<file path="src/rtl/dmem_lsu_pkg.sv">
// Shared types and helpers for the dmem load/store adapter.
// - size_e     : access size encoding on the request bus (3 = illegal)
// - req_t      : one queued request as held in the request FIFO
// - lane_mask  : byte lanes touched by an access
// - misaligned : access cannot be issued (bad alignment or illegal size)
// LSU_ADDR_W / LSU_TAG_W size req_t and must match the ADDR_WIDTH /
// TAG_WIDTH parameters used on the adapter and its interface.
package dmem_lsu_pkg;

    localparam int LSU_ADDR_W = 10;
    localparam int LSU_TAG_W  = 4;

    typedef enum logic [1:0] {
        SZ_B = 2'd0,
        SZ_H = 2'd1,
        SZ_W = 2'd2
    } size_e;

    // size is kept as raw bits so the illegal encoding 3 can be queued and reported
    typedef struct packed {
        logic                  is_st;
        logic [1:0]            size;
        logic                  is_unsigned;
        logic [LSU_ADDR_W+1:0] addr;
        logic [31:0]           data;
        logic [LSU_TAG_W-1:0]  tag;
    } req_t;

    function automatic logic [3:0] lane_mask(input logic [1:0] size, input logic [1:0] off);
        case (size)
            SZ_B:    return 4'b0001 << off;
            SZ_H:    return 4'b0011 << off;
            default: return 4'b1111;
        endcase
    endfunction

    // Illegal size is folded in here so the issue logic has a single error term.
    function automatic logic misaligned(input logic [1:0] size, input logic [1:0] off);
        case (size)
            SZ_B:    return 1'b0;
            SZ_H:    return off[0];
            SZ_W:    return off != 2'b00;
            default: return 1'b1;
        endcase
    endfunction

endpackage

</file>
<file path="src/rtl/dmem_lsu_adapter_if.sv">
// Bus bundle for dmem_lsu_adapter: core request channel, response channel
// and the dmem_ext memory port.
// - slave  : adapter view (takes requests, produces responses, drives memory)
// - master : environment view (core pipeline plus memory macro)
interface dmem_lsu_adapter_if
    import dmem_lsu_pkg::*;
#(
    parameter int ADDR_WIDTH = LSU_ADDR_W,
    parameter int TAG_WIDTH  = LSU_TAG_W
) ();

    logic                  req_valid;
    logic                  req_ready;
    logic                  req_is_st;
    logic [1:0]            req_size;
    logic                  req_unsigned;
    logic [ADDR_WIDTH+1:0] req_addr;
    logic [31:0]           req_data;
    logic [TAG_WIDTH-1:0]  req_tag;

    logic                  rsp_valid;
    logic                  rsp_ready;
    logic [31:0]           rsp_data;
    logic [TAG_WIDTH-1:0]  rsp_tag;
    logic                  rsp_err;

    logic                  dmem_valid_st;
    logic                  dmem_spec_ld;
    logic [3:0]            dmem_we;
    logic [ADDR_WIDTH-1:0] dmem_addr;
    logic [31:0]           dmem_din;
    logic [31:0]           dmem_dout;

    modport slave (
        input  req_valid, req_is_st, req_size, req_unsigned, req_addr, req_data, req_tag,
        input  rsp_ready, dmem_dout,
        output req_ready, rsp_valid, rsp_data, rsp_tag, rsp_err,
        output dmem_valid_st, dmem_spec_ld, dmem_we, dmem_addr, dmem_din
    );

    modport master (
        output req_valid, req_is_st, req_size, req_unsigned, req_addr, req_data, req_tag,
        output rsp_ready, dmem_dout,
        input  req_ready, rsp_valid, rsp_data, rsp_tag, rsp_err,
        input  dmem_valid_st, dmem_spec_ld, dmem_we, dmem_addr, dmem_din
    );

endinterface

</file>
<file path="src/rtl/dmem_lsu_fifo.sv">
// Synchronous request FIFO for the load/store adapter.
// Ports: clk, reset (sync, active-high), push/push_data, pop, head (entry at
// the read pointer), full, empty. Push while full and pop while empty are
// ignored. DEPTH must be a power of two so the pointers wrap naturally.
module dmem_lsu_fifo
    import dmem_lsu_pkg::*;
#(
    parameter int DEPTH = 2
) (
    input  logic clk,
    input  logic reset,
    input  logic push,
    input  req_t push_data,
    input  logic pop,
    output req_t head,
    output logic full,
    output logic empty
);

    localparam int PTR_W = $clog2(DEPTH);
    localparam int CNT_W = PTR_W + 1;

    req_t             mem_q [DEPTH];
    logic [PTR_W-1:0] wr_ptr_q, wr_ptr_d;
    logic [PTR_W-1:0] rd_ptr_q, rd_ptr_d;
    logic [CNT_W-1:0] count_q, count_d;
    logic             do_push, do_pop;

    assign full  = (count_q == CNT_W'(DEPTH));
    assign empty = (count_q == '0);
    assign head  = mem_q[rd_ptr_q];

    always_comb begin
        do_push  = push && !full;
        do_pop   = pop && !empty;
        wr_ptr_d = wr_ptr_q;
        rd_ptr_d = rd_ptr_q;
        if (do_push) wr_ptr_d = wr_ptr_q + PTR_W'(1);
        if (do_pop)  rd_ptr_d = rd_ptr_q + PTR_W'(1);
        count_d = count_q + CNT_W'(do_push) - CNT_W'(do_pop);
    end

    // Storage carries no reset; only the pointers and count define validity.
    always_ff @(posedge clk) begin
        if (do_push) mem_q[wr_ptr_q] <= push_data;
    end

    always_ff @(posedge clk) begin
        if (reset) begin
            wr_ptr_q <= '0;
            rd_ptr_q <= '0;
            count_q  <= '0;
        end else begin
            wr_ptr_q <= wr_ptr_d;
            rd_ptr_q <= rd_ptr_d;
            count_q  <= count_d;
        end
    end

endmodule

</file>
<file path="src/rtl/dmem_lsu_adapter.sv">
// Load/store adapter in front of the dmem_ext macro.
// Ports: clk, reset (sync, active-high), bus (dmem_lsu_adapter_if.slave)
// carrying the core request channel, the response channel and the memory port.
// Requests are queued in dmem_lsu_fifo; the head issues one memory access per
// cycle whenever the response register is free or being drained, and the
// response register is loaded at the same edge the head is popped.
module dmem_lsu_adapter
    import dmem_lsu_pkg::*;
#(
    parameter int ADDR_WIDTH = LSU_ADDR_W,
    parameter int DEPTH      = 2,
    parameter int TAG_WIDTH  = LSU_TAG_W
) (
    input  logic              clk,
    input  logic              reset,
    dmem_lsu_adapter_if.slave bus
);

    req_t                 push_req;
    req_t                 head;
    logic                 fifo_full, fifo_empty;
    logic                 issue, req_err, st_go, ld_go;
    logic [3:0]           mask;
    logic [31:0]          st_data, shifted, ld_data;

    logic                 rsp_valid_q, rsp_valid_d;
    logic [31:0]          rsp_data_q,  rsp_data_d;
    logic [TAG_WIDTH-1:0] rsp_tag_q,   rsp_tag_d;
    logic                 rsp_err_q,   rsp_err_d;

    // Narrow loads: take the low byte/half of the shifted word and extend it.
    function automatic logic [31:0] extend_load(input logic [31:0] raw,
                                                input logic [1:0]  size,
                                                input logic        zext);
        logic signed [7:0]  b;
        logic signed [15:0] h;
        logic signed [31:0] s;
        b = raw[7:0];
        h = raw[15:0];
        case (size)
            SZ_B: begin
                s = b;
                return zext ? {24'd0, raw[7:0]} : s;
            end
            SZ_H: begin
                s = h;
                return zext ? {16'd0, raw[15:0]} : s;
            end
            default: return raw;
        endcase
    endfunction

    always_comb begin
        push_req             = '0;
        push_req.is_st       = bus.req_is_st;
        push_req.size        = bus.req_size;
        push_req.is_unsigned = bus.req_unsigned;
        push_req.addr        = bus.req_addr;
        push_req.data        = bus.req_data;
        push_req.tag         = bus.req_tag;
    end

    // req_ready depends only on occupancy: a full FIFO refuses even if it pops this cycle.
    assign bus.req_ready = !fifo_full;

    dmem_lsu_fifo #(
        .DEPTH (DEPTH)
    ) u_fifo (
        .clk       (clk),
        .reset     (reset),
        .push      (bus.req_valid && !fifo_full),
        .push_data (push_req),
        .pop       (issue),
        .head      (head),
        .full      (fifo_full),
        .empty     (fifo_empty)
    );

    always_comb begin
        // reset gates issue so no memory strobe can fire during a reset cycle
        issue   = !fifo_empty && (!rsp_valid_q || bus.rsp_ready) && !reset;
        req_err = misaligned(head.size, head.addr[1:0]);
        st_go   = issue && !req_err && head.is_st;
        ld_go   = issue && !req_err && !head.is_st;
        mask    = lane_mask(head.size, head.addr[1:0]);

        // Replicate the right-justified store data so every enabled lane sees it.
        case (head.size)
            SZ_B:    st_data = {4{head.data[7:0]}};
            SZ_H:    st_data = {2{head.data[15:0]}};
            default: st_data = head.data;
        endcase

        bus.dmem_valid_st = st_go;
        bus.dmem_spec_ld  = ld_go;
        bus.dmem_we       = st_go ? mask : 4'b0000;
        bus.dmem_din      = st_go ? st_data : 32'd0;
        bus.dmem_addr     = head.addr[ADDR_WIDTH+1:2];

        shifted = bus.dmem_dout >> {head.addr[1:0], 3'b000};
        ld_data = extend_load(shifted, head.size, head.is_unsigned);
    end

    always_comb begin
        rsp_valid_d = rsp_valid_q;
        rsp_data_d  = rsp_data_q;
        rsp_tag_d   = rsp_tag_q;
        rsp_err_d   = rsp_err_q;
        if (issue) begin
            rsp_valid_d = 1'b1;
            rsp_tag_d   = head.tag;
            rsp_err_d   = req_err;
            rsp_data_d  = (req_err || head.is_st) ? 32'd0 : ld_data;
        end else if (bus.rsp_ready) begin
            rsp_valid_d = 1'b0;
        end
    end

    // ---- response register ----
    always_ff @(posedge clk) begin
        if (reset) begin
            rsp_valid_q <= 1'b0;
            rsp_data_q  <= '0;
            rsp_tag_q   <= '0;
            rsp_err_q   <= 1'b0;
        end else begin
            rsp_valid_q <= rsp_valid_d;
            rsp_data_q  <= rsp_data_d;
            rsp_tag_q   <= rsp_tag_d;
            rsp_err_q   <= rsp_err_d;
        end
    end

    assign bus.rsp_valid = rsp_valid_q;
    assign bus.rsp_data  = rsp_data_q;
    assign bus.rsp_tag   = rsp_tag_q;
    assign bus.rsp_err   = rsp_err_q;

endmodule

</file>
<file path="src/flat_wrapper.sv">
// flat-port wrapper written by rule: the top's interface ports become plain ports
module dmem_lsu_adapter_flat import dmem_lsu_pkg::*;
#(
    parameter int ADDR_WIDTH = LSU_ADDR_W,
    parameter int DEPTH      = 2,
    parameter int TAG_WIDTH  = LSU_TAG_W
)
  (clk, reset, bus_req_valid, bus_req_is_st, bus_req_size, bus_req_unsigned, bus_req_addr, bus_req_data, bus_req_tag, bus_rsp_ready, bus_dmem_dout, bus_req_ready, bus_rsp_valid, bus_rsp_data, bus_rsp_tag, bus_rsp_err, bus_dmem_valid_st, bus_dmem_spec_ld, bus_dmem_we, bus_dmem_addr, bus_dmem_din);
  dmem_lsu_adapter_if #(.ADDR_WIDTH(ADDR_WIDTH), .TAG_WIDTH(TAG_WIDTH)) bus_i ();
  input  logic clk;
  input  logic reset;
  input wire logic [$bits(bus_i.req_valid)-1:0] bus_req_valid;
  input wire logic [$bits(bus_i.req_is_st)-1:0] bus_req_is_st;
  input wire logic [$bits(bus_i.req_size)-1:0] bus_req_size;
  input wire logic [$bits(bus_i.req_unsigned)-1:0] bus_req_unsigned;
  input wire logic [$bits(bus_i.req_addr)-1:0] bus_req_addr;
  input wire logic [$bits(bus_i.req_data)-1:0] bus_req_data;
  input wire logic [$bits(bus_i.req_tag)-1:0] bus_req_tag;
  input wire logic [$bits(bus_i.rsp_ready)-1:0] bus_rsp_ready;
  input wire logic [$bits(bus_i.dmem_dout)-1:0] bus_dmem_dout;
  output wire logic [$bits(bus_i.req_ready)-1:0] bus_req_ready;
  output wire logic [$bits(bus_i.rsp_valid)-1:0] bus_rsp_valid;
  output wire logic [$bits(bus_i.rsp_data)-1:0] bus_rsp_data;
  output wire logic [$bits(bus_i.rsp_tag)-1:0] bus_rsp_tag;
  output wire logic [$bits(bus_i.rsp_err)-1:0] bus_rsp_err;
  output wire logic [$bits(bus_i.dmem_valid_st)-1:0] bus_dmem_valid_st;
  output wire logic [$bits(bus_i.dmem_spec_ld)-1:0] bus_dmem_spec_ld;
  output wire logic [$bits(bus_i.dmem_we)-1:0] bus_dmem_we;
  output wire logic [$bits(bus_i.dmem_addr)-1:0] bus_dmem_addr;
  output wire logic [$bits(bus_i.dmem_din)-1:0] bus_dmem_din;
  assign bus_i.req_valid = bus_req_valid;
  assign bus_i.req_is_st = bus_req_is_st;
  assign bus_i.req_size = bus_req_size;
  assign bus_i.req_unsigned = bus_req_unsigned;
  assign bus_i.req_addr = bus_req_addr;
  assign bus_i.req_data = bus_req_data;
  assign bus_i.req_tag = bus_req_tag;
  assign bus_i.rsp_ready = bus_rsp_ready;
  assign bus_i.dmem_dout = bus_dmem_dout;
  assign bus_req_ready = bus_i.req_ready;
  assign bus_rsp_valid = bus_i.rsp_valid;
  assign bus_rsp_data = bus_i.rsp_data;
  assign bus_rsp_tag = bus_i.rsp_tag;
  assign bus_rsp_err = bus_i.rsp_err;
  assign bus_dmem_valid_st = bus_i.dmem_valid_st;
  assign bus_dmem_spec_ld = bus_i.dmem_spec_ld;
  assign bus_dmem_we = bus_i.dmem_we;
  assign bus_dmem_addr = bus_i.dmem_addr;
  assign bus_dmem_din = bus_i.dmem_din;
  dmem_lsu_adapter #(.ADDR_WIDTH(ADDR_WIDTH), .DEPTH(DEPTH), .TAG_WIDTH(TAG_WIDTH)) u_core (.clk(clk), .reset(reset), .bus(bus_i));
endmodule
</file>
<file path="config.mk">
export PLATFORM = sky130hd
export DESIGN_NAME = dmem_lsu_adapter_flat
export DESIGN_NICKNAME = d
export VERILOG_FILES = /design/src/rtl/dmem_lsu_pkg.sv /design/src/rtl/dmem_lsu_adapter_if.sv /design/src/rtl/dmem_lsu_fifo.sv /design/src/rtl/dmem_lsu_adapter.sv /design/src/flat_wrapper.sv
export SDC_FILE = /design/constraint.sdc
export NUM_CORES = 1
export LEC_CHECK = 0
export ABC_CLOCK_PERIOD_IN_PS = 7100
export BUFFER_PORTS_ARGS = -buffer_cell sky130_fd_sc_hd__buf_2
export CORE_MARGIN = 2
export CORE_UTILIZATION = 55
export DETAILED_ROUTE_END_ITERATION = 8
export HOLD_SLACK_MARGIN = 0.02
export PLACE_DENSITY = 0.94
export REMOVE_ABC_BUFFERS = 1
export SYNTH_ARGS = -nofsm -noshare
export SYNTH_HDL_FRONTEND = slang
export SYNTH_SLANG_ARGS = --single-unit
</file>
<file path="constraint.sdc">
create_clock -name clk -period 7.1 [get_ports clk]
set_clock_uncertainty 0.1 [all_clocks]
set_input_delay 0.355 -clock clk [delete_from_list [all_inputs] [get_ports clk]]
set_output_delay 0.355 -clock clk [all_outputs]
set_load 0.02 [all_outputs]
</file>
# Word level (Yosys, flattened, before mapping)
# Memories as Yosys holds them, arrays and structs flattened. A register that Yosys moved wholly into a read port is not among the register bits.
# Cells that the tools add are included.
[word_totals]
n_memories = 1
mem_bits_rw = 104
regBits = 42
inputBits = 88
output_inout_bits = 87
word_cells = 53
[classes]
addsub = 4
n_shift = 3
eq_ne = 3
n_mux = 15
reduce_logical = 20
[memory_table]
columns = ["name", "words", "word_bits", "read_ports", "rd_ports_with_merged_regs", "wr", "line", "text"]
rows = [
  ["u_core.u_fifo.mem_q", 2, 52, 1, 1, 1, "dmem_lsu_fifo.sv:23", "req_t mem_q [DEPTH];"],
]
[op_table]
columns = ["op", "n"]
rows = [
  ["$mux 32", 4],
  ["$pmux 32 s2", 2],
  ["$shr 32x5->32", 1],
  ["$logic_and 1x1->1", 8],
  ["$pmux 4 s2", 1],
  ["$logic_not 1->1", 6],
  ["$mux 1", 6],
  ["$eq 2x2->1 const B", 2],
  ["$logic_not 2->1", 2],
  ["$mux 4", 1],
  ["$reduce_bool 2->1", 2],
  ["$shl 1x2->4 const A", 1],
  ["$shl 2x2->4 const A", 1],
  ["$pmux 1 s3", 1],
  ["$add 1x1->1 const B", 2],
  ["$add 2x1->2", 1],
  ["$eq 2x1->1 const B", 1],
  ["$logic_or 1x1->1", 2],
  ["$sub 2x1->2", 1],
]

# Logic depth before layout (Yosys ltp)
# Gate-level depths: netlist of run 1.
[depth]
depth_word = 7
ltp_mapped = 9

# By module
# Synthesis of run 1 repeated with hierarchy kept, for this count alone.
[unflattened]
cells_unflattened = 490
area_unflattened_um2 = 6545.0
[by_module_without_submodules]
columns = ["mod", "area_each_um2", "n_inst", "cells_each", "seq_area_each_um2"]
rows = [
  ["dmem_lsu_fifo", 3985.1, 1, 189, 3223.1],
  ["dmem_lsu_adapter", 2560.0, 1, 301, 760.7],
]

# Worst setup path before layout of run 1
# OpenSTA, ideal clock, no wires.
[synth_path]
path_kind = "reg-to-reg"
from = "reg u_core.u_fifo.count_q[0]"
to = "mem u_core.u_fifo.mem_q[0][0] in the netlist's numbering, enable pin"
path_slack_ns = 3.603
period_less_slack_ns = 3.497
path_stages_with_launch = 4
setup_time_ns = 0.462
arrival_time_ns = 2.935
cell_sequence = "dfxtp_1 -> nand2b_1 -> nand2_1 -> nor2_1"
[synth_between]
elab_chain_cells = 6
[synth_rtl]
columns = ["item", "line", "text"]
rows = [
  ["start: declaration", "dmem_lsu_fifo.sv:26", "logic [CNT_W-1:0] count_q, count_d;"],
  ["start signal: assignment", "dmem_lsu_fifo.sv:56", "count_q <= count_d;"],
  ["$eq 2x2->1 (*)", "dmem_lsu_fifo.sv:29", "assign full = (count_q == CNT_W'(DEPTH));"],
  ["$logic_not 1->1 (*)", "--", ""],
  ["named net bus_req_ready", "flat_wrapper.sv:21", "output wire logic [$bits(bus_i.req_ready)-1:0] bus_req_ready;"],
  ["$logic_and 1x1->1", "dmem_lsu_adapter.sv:71", ".push (bus.req_valid && !fifo_full),"],
  ["$logic_and 1x1->1 (*)", "dmem_lsu_fifo.sv:34", "do_push = push && !full;"],
  ["$mux 1 (*)", "dmem_lsu_fifo.sv:45", "if (do_push) mem_q[wr_ptr_q] <= push_data;"],
  ["$mux 1 (implied by the code) (*)", "dmem_lsu_fifo.sv:45", ""],
  ["end: declaration", "dmem_lsu_fifo.sv:23", ""],
]
# The timed path passes the listed nets; every way through them passes the cells marked *.

==> results of run 1 <==
## final cells by class
type,count,share of cell area [%]
multi-input combinational,352,26.8
sequential,147,47.2
clock inverter,12,2.13
clock buffer,20,5.17
timing repair buffer,226,16.2
inverter,7,0.311
tap,143,2.12
## synth_stat cells (2+ instances only)
library cell / number
edfxtp_1: 104
a221oi_1: 15
mux2i_2: 2
o31ai_1: 7
o21ai_1: 2
buf_4: 13
nor3_1: 9
buf_6: 2
o32ai_1: 3
nor2_1: 50
xnor2_1: 2
a22oi_1: 2
dfxtp_1: 43
buf_1: 2
nand2_1: 83
mux2i_1: 23
clkbuf_1: 22
o31ai_2: 9
and3_1: 2
mux2_2: 19
o21ai_0: 10
inv_1: 6
nor2b_1: 17
nand3_1: 17
a32oi_1: 7
xor2_1: 2
a211oi_4: 2
a211oi_1: 30
a21oi_1: 26
nand2b_1: 4
ha_1: 2
buf_2: 6
## how the worst max path moves through the flow
| stage | start | to | slack (ns) |
|---|---|---|---|
| 2_1_floorplan | flop | bus_dmem_din[10] | 1.92 |
| 3_3_place_gp | flop | bus_dmem_spec_ld | 3.01 |
| 3_5_place_dp | flop | bus_dmem_spec_ld | 2.99 |
| 4_1_cts | flop | bus_dmem_spec_ld | 2.54 |
| 5_1_grt | flop | bus_dmem_spec_ld | 2.14 |
| 6_report | flop | bus_dmem_spec_ld | 2.46 |
## state kept, by name, indices dropped and copies added (netlist names), named ones only
register	count
u_core.bus.rsp_err	1
u_core.u_fifo.wr_ptr_q	1
u_core.bus.rsp_tag	4
u_core.u_fifo.rd_ptr_q	1
u_core.u_fifo.mem_q	104
u_core.u_fifo.count_q	2
u_core.bus.rsp_valid	1
u_core.bus.rsp_data	32
## through the flow
step           setup WS [ns]  instance area (um^2)  hold slack [ns]  util [%]  cells
2_1_floorplan           1.92                  6260            0.324         -    506
3_3_place_gp            3.01                  7380            0.340      64.4    831
3_5_place_dp            2.99                  7380            0.345      64.4    831
4_1_cts                 2.54                  8430           0.0211      73.5    906
5_1_grt                 2.14                  8440           0.0285      73.6    907
6_report                2.46                  8440           0.0314      73.6    907
## logic make-up (layout without fill, tap and decap cells)
kind of cell / count (synthesis) / after routing
mux: 46 / 46
compound gates: 116 / 116
flops: 147 / 147
simple gates: 184 / 184
buf+inv: 52 / 265
fa+ha+maj: 2 / 2
xor+xnor: 4 / 4
## per-layer routing
layer | global-route usage [%] | vias up | part of all wire [%]
li1 | - | 2431 | -
met1 | 36.3 | 2560 | 38
met2 | 47.8 | 376 | 48
met3 | 9.34 | 51 | 11
met4 | 12.2 | 0 | 3.0
met5 | 0 | - | 0
## timing repair
item / 4_1_cts / 5_1_grt
hold endpoints to repair: 83 / 2
gates resized for setup: 0 / 0
hold buffers: 43 / 1
## power breakdown
part,switching (mW),internal (mW)
Combinational,0.664,0.363
Clock,0.348,0.590
Sequential,0.122,1.07
==> metrics.txt, run 1 <==
Total Power 3.15 mW; critical setup path kind reg2out; Synth Area in XOR/XNOR 0.539%; Reg clk slew, reported paths 0.06 ns; Starting Density a little under three fifths; max-cap violations 0; Netlist cell types 40; GRT Resource Usage Total slightly below 30%; Reg2Reg Setup Slack ~3.2 ns; hold path start bus_req_data[20]; Die ar. 12700 um^2; area leader, netlist edfxtp_1; crit end category primary output; WHS Endpoint u_core.u_fifo.mem_q[1][24]; first-pass GRT wire length roughly 29000 um; synthesis-to-layout area growth 29.9%; Hold WC Path Type in2reg; CTS H-tree lvls 4; commonest non-fill, non-tap cells in the layout 174 x buf_2, 104 x edfxtp_1, 83 x nand2_1; setup_tns 0 ns; Final Hold Fails 0; largest net degree at the start of global routing 65; Ports ~180; CTS tree done; multi-input logic area between 2000 and 2500 um^2; Die Span Y 113 um; RePlAce Congestion about 0.84; Max Clk Rate ~220 MHz; post-synthesis mux area share around 7.8%; post-route antenna net violation count 0; outcome finished clean; wire length per cell 20.3 um; crit path launch type flop; Layout Nets 841; Max VDD drop roughly 0.26 mV; sequential-to-total area share from yosys stat approximately three fifths; WP depth 6; CP bufs+invs 2; critical-path cell list mux2i_2, o21ai_1, nand2_1, nand3_1, clkinv_1, buf_2; PwrDens 374 nW/um^2; Post CTS Setup Buffer Count 0; Synth Cell Area roughly 6500 um^2; static leakage about 3.4 nW; Slew Limit Fails 0; clock latency on the worst-skew pair approximately 0.42 ns; I/O Buffers between 150 and 200; total global routing overflow 0; Critical-path top delay cell dfxtp_4; fillers between 700 and 800; period utilization around two thirds; Crit Reg-Reg Endpoint u_core.bus.rsp_data[0]; worst endpoint data arrival time between 4 and 5 ns; cell family with most CP delay flip-flops; slew margin rel. 28.1%; Worst Reg2Reg Path Length in Cells 7; Avg Vias per Cell approximately 6; crit-path max FO 64; dpl hpwl roughly 11000 um; asr flop ratio synth 0%; initial antenna violation count 0; Synth Register Bits between 100 and 150; Mapped Avg Cell Area ~12 um^2; vias in the first global route around 5400; top post-synthesis cells by area edfxtp_1 48%, dfxtp_1 13%, nand2_1 4.8%, mux2i_1 3.5%, a211oi_1 3.5%; share of cells above drive strength 1 32.7%; most common cell after layout, fill and taps aside buf_2; # setup viols final 0; Crit path largest cell delay 0.97 ns; drt initial violations just over 500; antenna fix cells 0; die width 113 um; first drt pass iteration count 8; # DRC 0; Cells after Synth 551; Synth Area in Simple Gates about 12%; Req. time, crit path 6.64 ns; Hold Path Depth 1; total number of vias ~5400; RSZ-0062 raised after global routing no; core area roughly 11000 um^2; Root Buffer clkbuf_16; EDFF count, synth approximately 100; Yosys Warn Count 0; Register Area about 4000 um^2; CTS Buffer Depth 2; Final min period around 4.6 ns; adder-cell share of the synthesized area less than 1%; Worst Tran Pin Value 1.06 ns; Detailed Route WL 18400 um; CTS buffer count 17; largest family of logic cells by synthesized area compound AO/OA/AOI/OAI gates; Synth Area in Compound Gates between 10 and 15%; row count 39; share of the synthesized area in the top cell type about half; clock sinks between 100 and 150; dominant synthesized flop cell edfxtp_1
No activity file was read; power rests on OpenSTA's default activity.
==> inputs of run 2 (changes only) <==
--- a/config.mk
+++ b/config.mk
@@ -5,13 +5,13 @@
 export SDC_FILE = /design/constraint.sdc
 export NUM_CORES = 1
 export LEC_CHECK = 0
-export ABC_CLOCK_PERIOD_IN_PS = 7100
+export ABC_CLOCK_PERIOD_IN_PS = 4300
 export BUFFER_PORTS_ARGS = -buffer_cell sky130_fd_sc_hd__buf_2
 export CORE_MARGIN = 2
-export CORE_UTILIZATION = 55
+export CORE_UTILIZATION = 53
 export DETAILED_ROUTE_END_ITERATION = 8
 export HOLD_SLACK_MARGIN = 0.02
-export PLACE_DENSITY = 0.94
+export PLACE_DENSITY = 0.91
 export REMOVE_ABC_BUFFERS = 1
 export SYNTH_ARGS = -nofsm -noshare
 export SYNTH_HDL_FRONTEND = slang
==> constraint.sdc (replaced) <==
create_clock -name clk -period 4.3 [get_ports clk]
set_clock_uncertainty 0.1 [all_clocks]
set_input_delay 0.215 -clock clk [delete_from_list [all_inputs] [get_ports clk]]
set_output_delay 0.215 -clock clk [all_outputs]
set_load 0.02 [all_outputs]
==> metrics.txt, run 2 (synthesis results as in run 1) <==
CTS buffer count 17 (unchanged); drt initial violations 809 (was 511); share of cells above drive strength 1 32.8% (was 32.7%); period utilization 93.9%; met3 wire len 2230 um (was 2010 um); crit end category primary output (unchanged); Max Clk Rate roughly 250 MHz; Register Area 3990 um^2 (unchanged); multi-input logic area 2260 um^2 (unchanged); RePlAce Congestion 0.950 (was 0.842); WL met1 7080 um (was 6970 um); clock sinks 147 (unchanged); total global routing overflow 0 (unchanged); commonest non-fill, non-tap cells in the layout 174 x buf_2, 104 x edfxtp_1, 83 x nand2_1 (unchanged); synthesis-to-layout area growth 31.3% (was 29.9%); Detailed Route WL 19400 um (was 18400 um); slew margin rel. 15.0% (was 28.1%); Post-Place Cell Area 7410 um^2 (was 7380 um^2); first drt pass iteration count 7 (was 8); antenna fix cells 0 (unchanged); most common cell after layout, fill and taps aside buf_2 (unchanged); dpl hpwl 10900 um (about the same); core area 12000 um^2 (was 11500 um^2); # setup viols final 0 (unchanged); design area 8530 um^2 (was 8440 um^2); Layout Nets 853 (was 841); critical setup path kind reg2out (unchanged); hold path start bus_rsp_ready (was bus_req_data[20]); crit-path max FO 35 (was 64); die width 115 um (was 113 um); Root Buffer clkbuf_16 (unchanged); crit path launch type flop (unchanged); Reg with most FFs u_core.u_fifo.mem_q (unchanged); Worst Tran Pin Value 1.26 ns (was 1.06 ns); Req. time, crit path 3.98 ns (was 6.64 ns); I/O Buffers 174 (unchanged); Avg Vias per Cell 6.12 (was 5.97); GRT Resource Usage Total 29.9% (was 29.3%); Slew Limit Fails 0 (unchanged); worst endpoint data arrival time 3.72 ns (was 4.18 ns); Final min period 4.04 ns; top routing layer used met4 (unchanged); total number of vias 5643 (was 5418); initial antenna violation count 0 (unchanged); first-pass GRT wire length 29400 um (was 28800 um); outcome finished clean (unchanged); Hold WC Path Type in2reg (unchanged); fillers 775 (was 714); Final Hold Fails 0 (unchanged); max-cap violations 0 (unchanged); max FFs per register 104 (unchanged); Ports 175 (unchanged); static leakage 3.47 nW (was 3.44 nW); # resized after CTS 0 (unchanged); CTS Buffer Depth 2 (unchanged); Max VDD drop 0.434 mV (was 0.257 mV); vias in the first global route 5407 (was 5424); largest net degree at the start of global routing 53 (was 65); PwrDens 609 nW/um^2 (was 374 nW/um^2); CTS H-tree lvls 4 (unchanged); # DRC 0 (unchanged); CTS tree done (unchanged); row count 40 (was 39); wire length per cell 21.1 um (was 20.3 um); Total Power 5.19 mW (was 3.15 mW); Die Span Y 115 um (was 113 um); final core utilization 71.0% (was 73.6%); Die ar. 13200 um^2 (was 12700 um^2); RSZ-0062 raised after global routing no (unchanged); clock latency on the worst-skew pair 0.43 ns (was 0.42 ns); met2 wire len 9550 um (was 8860 um); post-route antenna net violation count 0 (unchanged); Reg clk slew, reported paths 0.06 ns (about the same); Starting Density 54.1% (was 56.7%)
[run 2: critical path, stage by stage, from the launching register on]
cell and delay (ns):
dfxtp_4 0.67, buf_4 0.52, nand2_1 0.31, nand2_1 0.98, nor2_1 0.20, a211oi_1 0.36
buf_2 0.23
[run 2: repair_timing]
| item | CTS | global route |
|---|---|---|
| buffers inserted | 0 | 0 |
| endpoints found under the hold margin | 105 | 0 |
| setup endpoints to repair | 0 | 0 |
| hold buffers | 53 | 0 |
[run 2: per-layer routing]
metal	track usage [%]	vias up
li1	-	2451
met1	36.9	2673
met2	49.5	463
met3	9.05	56
met4	12.4	0
met5	0	-
[run 2: path summary, 6_finish.rpt]
| path | depth (start not counted) | end | slack (ns) |
|---|---|---|---|
| min reg2reg | 2 | u_core.bus.rsp_data[11] | 0.35 |
| min | 3 | u_core.bus.rsp_valid | 0.04 |
| max | 6 | bus_dmem_din[22] | 0.26 |
| max reg2reg | 5 | u_core.bus.rsp_data[22] | 0.74 |
[run 2: layout make-up]
cell class                      count  area share (%)
Timing Repair Buffer              238            17.4
Multi-Input combinational cell    352            26.5
Clock inverter                     13            1.86
Inverter                            7           0.308
Tap cell                          147            2.16
Sequential cell                   147            46.8
Clock buffer                       18            5.03
[run 2: where the power goes]
group | switching (mW) | leakage, nW | total (mW) | internal, mW
clock network | 0.606 | 0.284 | 1.52 | 0.909
registers | 0.149 | 1.32 | 1.91 | 1.76
logic | 1.16 | 1.87 | 1.77 | 0.609
[run 2: through the flow]
step | worst slack, ns | setup TNS (ns) | instances | hold slack [ns]
after floorplan | -0.742 | -30.35 | 506 | 0.184
after global placement | 1.01 | 0 | 838 | 0.302
after detailed placement | 0.857 | 0 | 838 | 0.306
after CTS | 0.387 | 0 | 922 | 0.0225
after global routing | 0.0252 | 0 | 922 | 0.0490
final | 0.260 | 0 | 922 | 0.0355
==> inputs of run 3 (changes only) <==
--- a/config.mk
+++ b/config.mk
@@ -5,13 +5,13 @@
 export SDC_FILE = /design/constraint.sdc
 export NUM_CORES = 1
 export LEC_CHECK = 0
-export ABC_CLOCK_PERIOD_IN_PS = 4300
+export ABC_CLOCK_PERIOD_IN_PS = 5100
 export BUFFER_PORTS_ARGS = -buffer_cell sky130_fd_sc_hd__buf_2
 export CORE_MARGIN = 2
-export CORE_UTILIZATION = 53
+export CORE_UTILIZATION = 55
 export DETAILED_ROUTE_END_ITERATION = 8
 export HOLD_SLACK_MARGIN = 0.02
-export PLACE_DENSITY = 0.91
+export PLACE_DENSITY = 0.94
 export REMOVE_ABC_BUFFERS = 1
 export SYNTH_ARGS = -nofsm -noshare
 export SYNTH_HDL_FRONTEND = slang
==> constraint.sdc (replaced) <==
create_clock -name clk -period 5.1 [get_ports clk]
set_clock_uncertainty 0.1 [all_clocks]
set_input_delay 0.255 -clock clk [delete_from_list [all_inputs] [get_ports clk]]
set_output_delay 0.255 -clock clk [all_outputs]
set_load 0.02 [all_outputs]
==> metrics.txt, run 3 (synthesis results as in run 1) <==
outcome finished clean (unchanged); met3 usage 7.24% (was 9.05%); first-pass GRT wire length 28900 um (was 29400 um); total global routing overflow 0 (unchanged); grt met1 use 36.1% (was 36.9%); worst endpoint data arrival time 3.75 ns (was 3.72 ns); Root Buffer clkbuf_16 (unchanged); static leakage 3.44 nW (was 3.47 nW); row count 39 (was 40); Slew Limit Fails 0 (unchanged); Die ar. 12700 um^2 (was 13200 um^2); GRT Resource Usage Total 29.4% (was 29.9%); Max Clk Rate roughly 240 MHz; share of cells above drive strength 1 32.7% (was 32.8%); PwrDens 507 nW/um^2 (was 609 nW/um^2); Post-Layout Cell Count 915 (was 922); first drt pass iteration count 6 (was 7); clock latency on the worst-skew pair 0.41 ns (was 0.43 ns); Die Span Y 113 um (was 115 um); drt initial violations 667 (was 809); crit end category primary output (unchanged); most common cell after layout, fill and taps aside buf_2 (unchanged); commonest non-fill, non-tap cells in the layout 174 x buf_2, 104 x edfxtp_1, 83 x nand2_1 (unchanged); max FFs per register 104 (unchanged); Starting Density 56.7% (was 54.1%); Post CTS Setup Buffer Count 0 (unchanged); Final min period 4.10 ns; core area 11500 um^2 (was 12000 um^2); Avg Vias per Cell 6.08 (was 6.12); Layout Nets 848 (was 853); # resized after CTS 0 (unchanged); hold_buf cts 52 (was 53); wire length per cell 20.6 um (was 21.1 um); Hold Path Depth 3 (unchanged); CTS tree done (unchanged); final core utilization 73.9% (was 71.0%); Total Power 4.30 mW (was 5.19 mW); Worst Tran Pin Value 1.26 ns (about the same); vias in the first global route 5581 (was 5407); Ports 175 (unchanged); max-cap violations 0 (unchanged); Worst Reg2Reg Path Length in Cells 5 (unchanged); Req. time, crit path 4.74 ns (was 3.98 ns); Detailed Route WL 18800 um (was 19400 um); crit-path max FO 64 (was 35); critical setup path kind reg2out (unchanged); Final Hold Fails 0 (unchanged); CTS buffer count 17 (unchanged); met2 usage 50.8% (was 49.5%); # setup viols final 0 (unchanged); total number of vias 5562 (was 5643); critical-path cell list mux2i_2, nand3_1, nand2_1, nand3b_1, buf_4, a211oi_1, buf_2 (was buf_4, nand2_1, nand2_1, nor2_1, a211oi_1, buf_2); dpl hpwl 10600 um (was 10900 um); clock sinks 147 (unchanged); Reg clk slew, reported paths 0.06 ns (about the same); # DRC 0 (unchanged); setup_tns 0 ns (unchanged); slew margin rel. 15.7% (was 15.0%); largest net degree at the start of global routing 65 (was 53); Hold WC Path Type in2reg (unchanged); Reg with most FFs u_core.u_fifo.mem_q (unchanged); period utilization 80.4%; Crit path largest cell delay 0.99 ns (was 0.98 ns); die width 113 um (was 115 um); post-route antenna net violation count 0 (unchanged); RePlAce Congestion 0.949 (was 0.950); fillers 671 (was 775); I/O Buffers 174 (unchanged); placed cell count 830 (was 838); Max VDD drop 0.328 mV (was 0.434 mV); RSZ-0062 raised after global routing no (unchanged); Critical-path top delay cell mux2i_2 (was nand2_1); CTS Buffer Depth 2 (unchanged); initial antenna violation count 1 (was 0); grt peak-use layer met2 (unchanged); crit path launch type flop (unchanged); CTS H-tree lvls 4 (unchanged); synthesis-to-layout area growth 30.4% (was 31.3%)
==> run 3: worst max-delay path: cells and delay by family (launching register included) <==
kind | cells | cell delay (ns)
mux | 1 | 0.99
compound gates | 1 | 0.39
flops | 1 | 0.97
simple gates | 3 | 0.43
buf+inv | 2 | 0.53
==> run 3: routing by layer <==
layer	up-vias	wire, um
met5	-	0
met4	0	416
met3	48	2110
met2	478	9450
met1	2586	6860
li1	2450	-
==> run 3: layout make-up <==
| class | count | area, um^2 | share of cell area (%) |
|---|---|---|---|
| tap | 143 | 179 | 2.11 |
| multi-input combinational | 352 | 2260 | 26.7 |
| antenna | 1 | 2.50 | 0.0295 |
| clock buffer | 17 | 425 | 5.02 |
| clock inverter | 15 | 149 | 1.76 |
| timing repair buffer | 233 | 1440 | 17.0 |
| inverter | 7 | 26.3 | 0.310 |
| sequential | 147 | 3990 | 47.1 |
==> run 3: worst paths after layout <==
check | from | end | slack, ns
worst max-delay path | flop | bus_dmem_din[13] | 1.0
worst min-delay path | bus_rsp_ready | u_core.bus.rsp_valid | 0.06
worst max register to register | flop | u_core.bus.rsp_data[24] | 1.56
worst min register to register | u_core.bus.rsp_data[11] | u_core.bus.rsp_data[11] | 0.36
==> run 3: stage by stage <==
stage	worst slack (ns)	hold WS (ns)	area (um^2)
3_5_place_dp	1.58	0.341	7370
6_report	1.00	0.0626	8470
3_3_place_gp	1.71	0.331	7370
5_1_grt	0.753	0.0816	8470
4_1_cts	1.13	0.0529	8470
2_1_floorplan	0.0177	0.224	6260
==> run 3: power breakdown <==
part / leakage, nW / internal [mW] / switching (mW)
combinational: 1.84 / 0.504 / 0.926
sequential: 1.32 / 1.48 / 0.169
clock: 0.278 / 0.686 / 0.527
total: 3.44 / 2.67 / 1.62
